--- src/rtl/hazard_ctrl.sv ---
// Hazard/sequencing controller for the 5-stage ARM pipeline: forwarding, stalls, flushes,
// and long-multiply sequencing (enabled by defining HAZARD_LONGMUL_EN).
module hazard_ctrl #(
    parameter int MUL_CYCLES = 4
) (
    input  logic       clk,
    input  logic       reset,
    input  logic       Match_1E_M,
    input  logic       Match_1E_W,
    input  logic       Match_2E_M,
    input  logic       Match_2E_W,
    input  logic       Match_12D_E,
    input  logic       RegWriteM,
    input  logic       RegWriteW,
    input  logic       MemtoRegE,
    input  logic       PCSrcD,
    input  logic       PCSrcE,
    input  logic       PCSrcM,
    input  logic       PCSrcW,
    input  logic       BranchTakenE,
    input  logic       LongE,
    output logic [1:0] ForwardAE,
    output logic [1:0] ForwardBE,
    output logic       StallF,
    output logic       StallD,
    output logic       StallE,
    output logic       FlushD,
    output logic       FlushE,
    output logic       MulBusy,
    output logic       MulDoneE,
    output logic       HiWriteW
);

    localparam logic [3:0] CNT_INIT = 4'(MUL_CYCLES - 2);

    logic ldrstall, pcpend;
    logic fsm_stall, stall_e, mul_busy, mul_done, hi_wr;

    assign ldrstall = Match_12D_E & MemtoRegE;
    assign pcpend   = PCSrcD | PCSrcE | PCSrcM;

    // The HI slot is a register-file write just like RegWriteW, so it forwards from W too.
    always_comb begin
        ForwardAE = 2'b00;
        ForwardBE = 2'b00;
        if (Match_1E_M & RegWriteM)                ForwardAE = 2'b10;
        else if (Match_1E_W & (RegWriteW | hi_wr)) ForwardAE = 2'b01;
        if (Match_2E_M & RegWriteM)                ForwardBE = 2'b10;
        else if (Match_2E_W & (RegWriteW | hi_wr)) ForwardBE = 2'b01;
    end

`ifdef HAZARD_LONGMUL_EN
    typedef enum logic {IDLE, BUSY} state_t;

    state_t     state, state_n;
    logic [3:0] cnt, cnt_n;
    logic [2:0] hi_pipe;

    always_ff @(posedge clk or posedge reset) begin
        if (reset) begin
            state   <= IDLE;
            cnt     <= 4'd0;
            hi_pipe <= 3'b000;
        end else begin
            state   <= state_n;
            cnt     <= cnt_n;
            hi_pipe <= {hi_pipe[1:0], mul_done};
        end
    end

    // LongE is not looked at while BUSY: E is frozen, so it is still the same op.
    always_comb begin
        state_n   = state;
        cnt_n     = cnt;
        fsm_stall = 1'b0;
        stall_e   = 1'b0;
        mul_busy  = 1'b0;
        mul_done  = 1'b0;
        case (state)
            IDLE: begin
                if (LongE) begin
                    fsm_stall = 1'b1;
                    stall_e   = 1'b1;
                    mul_busy  = 1'b1;
                    state_n   = BUSY;
                    cnt_n     = CNT_INIT;
                end
            end
            BUSY: begin
                if (cnt != 4'd0) begin
                    fsm_stall = 1'b1;
                    stall_e   = 1'b1;
                    mul_busy  = 1'b1;
                    cnt_n     = cnt - 4'd1;
                end else begin
                    fsm_stall = 1'b1;
                    mul_done  = 1'b1;
                    state_n   = IDLE;
                end
            end
            default: state_n = IDLE;
        endcase
    end

    assign hi_wr = hi_pipe[2];
`else
    assign fsm_stall = 1'b0;
    assign stall_e   = 1'b0;
    assign mul_busy  = 1'b0;
    assign mul_done  = 1'b0;
    assign hi_wr     = 1'b0;

    logic unused_ok;
    assign unused_ok = &{1'b0, clk, reset, LongE, CNT_INIT};
`endif

    assign StallF   = ldrstall | pcpend | fsm_stall;
    assign StallD   = ldrstall | fsm_stall;
    assign StallE   = stall_e;
    assign FlushD   = pcpend | PCSrcW | BranchTakenE;
    assign FlushE   = (ldrstall | BranchTakenE | mul_done) & ~stall_e;
    assign MulBusy  = mul_busy;
    assign MulDoneE = mul_done;
    assign HiWriteW = hi_wr;

endmodule

--- config.mk ---
export PLATFORM = sky130hd
export DESIGN_NAME = hazard_ctrl
export DESIGN_NICKNAME = d
export VERILOG_FILES = /design/src/rtl/hazard_ctrl.sv
export SDC_FILE = /design/constraint.sdc
export NUM_CORES = 1
export LEC_CHECK = 0
export BUFFER_PORTS_ARGS = -buffer_cell sky130_fd_sc_hd__buf_2
export CAP_MARGIN = 10
export CORE_AREA = 2 2 39 41
export DETAILED_ROUTE_END_ITERATION = 8
export DIE_AREA = 0 0 41 43
export PLACE_DENSITY = 0.36
export SYNTH_ARGS = -nofsm -noshare
export SYNTH_HDL_FRONTEND = slang
export SYNTH_SLANG_ARGS = --single-unit
--- constraint.sdc ---
create_clock -name vclk -period 0.8
set_input_delay 0.16 -clock vclk [all_inputs]
set_output_delay 0.16 -clock vclk [all_outputs]
set_load 0.05 [all_outputs]
==> flow_summary.rst <==
.. list-table::
   :header-rows: 1

   * - Metric
     - Value
   * - Setup repair after global routing missed its margin
     - true
   * - Horiz. Die Dim
     - 41 um
   * - Mapped cell area
     - ~95 um^2
   * - Final instance area
     - approximately 320 um^2
   * - Rows
     - 14
   * - Core Util, Final
     - 22.9%
   * - Effective utilization at floorplan
     - between 6 and 7%
   * - Final period util
     - 117%
   * - Hold path depth
     - 4
   * - Final TNS setup
     - -0.297 ns
   * - Area of the die
     - approximately 0.0018 mm^2
   * - Total design power
     - 0.244 mW
   * - Wirelength per Cell
     - 7.40 um
   * - Type of the most critical hold path
     - in2out
   * - Final weighted congestion in routability-driven placement
     - 0.455
   * - Critical path startpoint category
     - input pin
   * - Top achievable clock speed
     - 1.07 GHz
   * - IO Port Bufs
     - 21
   * - Type of element capturing the critical path
     - output pin
   * - Number of setup buffers added after CTS
     - 0
   * - Run status
     - complete, but fails checks
   * - Final-report hold violation count
     - 0
   * - Layout cells sized above 1
     - 81.1%
   * - GRT Resource Usage Total
     - 4.30%
   * - Maximum fanout encountered on the critical timing path
     - 3
   * - Seq. cell area
     - 0 um^2
   * - Overflow after GRT
     - 0
   * - Leakage
     - 0.160 nW
   * - First-pass GRT wire length
     - between 500 and 600 um
   * - Setup ws final
     - -0.133 ns
   * - Vias per inst
     - 3.09
   * - Power density cells
     - a little under 800 mW/mm^2
   * - # IOs
     - 28
   * - Antenna violations before repair
     - 0
   * - Min Tclk post-route
     - 0.933 ns
   * - Routed vias
     - 164
   * - Area of the core region
     - 0.00138 mm^2
   * - Synthesis Warnings
     - 0
   * - Worst Path Class, Setup
     - in2out
   * - Max-cap violations
     - 0
   * - Floorplan die height
     - around 43 um
   * - Setup violations, final
     - 3
   * - Count of final max-slew check failures
     - 0
   * - Post-Synthesis Mean Instance Area
     - between 5 and 6 um^2
   * - Pin count of the biggest net entering global routing
     - 4
   * - Instance area at placement
     - 245 um^2
   * - 1st-iter DRT viols
     - 0
   * - Worst Path Arrival
     - roughly 0.77 ns
   * - Via count of the first global-routing pass
     - 150
   * - Remaining number of nets flagged by the antenna check after routing
     - 0
   * - Worst EP required
     - around 0.64 ns
   * - Number of sequential cells
     - 0
   * - Wire length reported by the detailed router
     - between 300 and 400 um
   * - Worst Hold Slack
     - 0.634 ns
   * - Pre-antenna DRT Iters
     - 1
   * - Cell count after synthesis
     - 17
   * - DRC violations left
     - 0
   * - Clock buf count
     - 0
   * - Net total in the final layout
     - 55
   * - Peak supply drop
     - 0.000132 V
   * - Number of antenna diodes
     - 0
   * - Register area share after synthesis
     - 0%
   * - Layout area overhead
     - 233%
   * - Violations in the final reports
     - negative setup slack
   * - Unique cell type count in the Yosys netlist
     - 9
   * - Commonest cells after routing, fill and taps aside
     - buf_2, buf_6, conb_1
path summary, 6_finish.rpt:
path	start	to	slack, ns
max	Match_12D_E	FlushE	-0.13
min	PCSrcE	FlushD	0.63
report_power, final:
part,internal (mW),leakage (nW),total (mW),switching [mW]
Clock,0,0,0,0
Sequential,0,0,0,0
Combinational,0.0937,0.160,0.244,0.151
metal layers:
metal	part of all wire, %	track usage [%]	vias to the layer above
met3	13	0	0
met1	24	3.80	67
met5	0	0	-
li1	-	-	83
met4	0	0	0
met2	63	9.69	14
timing repair:
action,CTS,global route
hold buffers,0,0
resized for setup,17,1
setup endpoints to repair,7,6
hold endpoints to repair,0,0
pin swaps,2,1
per-stage QoR:
| step | setup slack, ns | instances |
|---|---|---|
| global route | -0.163 | 53 |
| floorplan | -0.0360 | 20 |
| finish | -0.133 | 53 |
| global placement | -0.182 | 53 |
| CTS | -0.136 | 53 |
| detailed placement | -0.184 | 53 |
cell type report:
cell class / count / area [um^2]
repair buffers: 21 / 176
fillers: 154 / 1070
multi-input cells: 16 / 120
well taps: 16 / 20.0
cells by family after synthesis:
logic type / after synthesis / synth area share, %
buffers and inverters: 4 / 31.6
other: 1 / 3.94
and+or+nand+nor: 12 / 64.5
synth_stat cells:
| library cell | number | share of area, % |
|---|---|---|
| or2_1 | 1 | 6.6 |
| nor3_1 | 1 | 5.3 |
| buf_4 | 4 | 32 |
| nand2_1 | 3 | 12 |
| and2_1 | 2 | 13 |
| nor2_1 | 3 | 12 |
| conb_1 | 1 | 3.9 |
| and2_4 | 1 | 9.2 |
| nand2b_1 | 1 | 6.6 |
worst max-delay path, cell delays in order:
cell    delay (ns)
buf_2         0.09
and2_4        0.15
or2_4         0.22
buf_6         0.15
(Power assumes the default switching activity.)
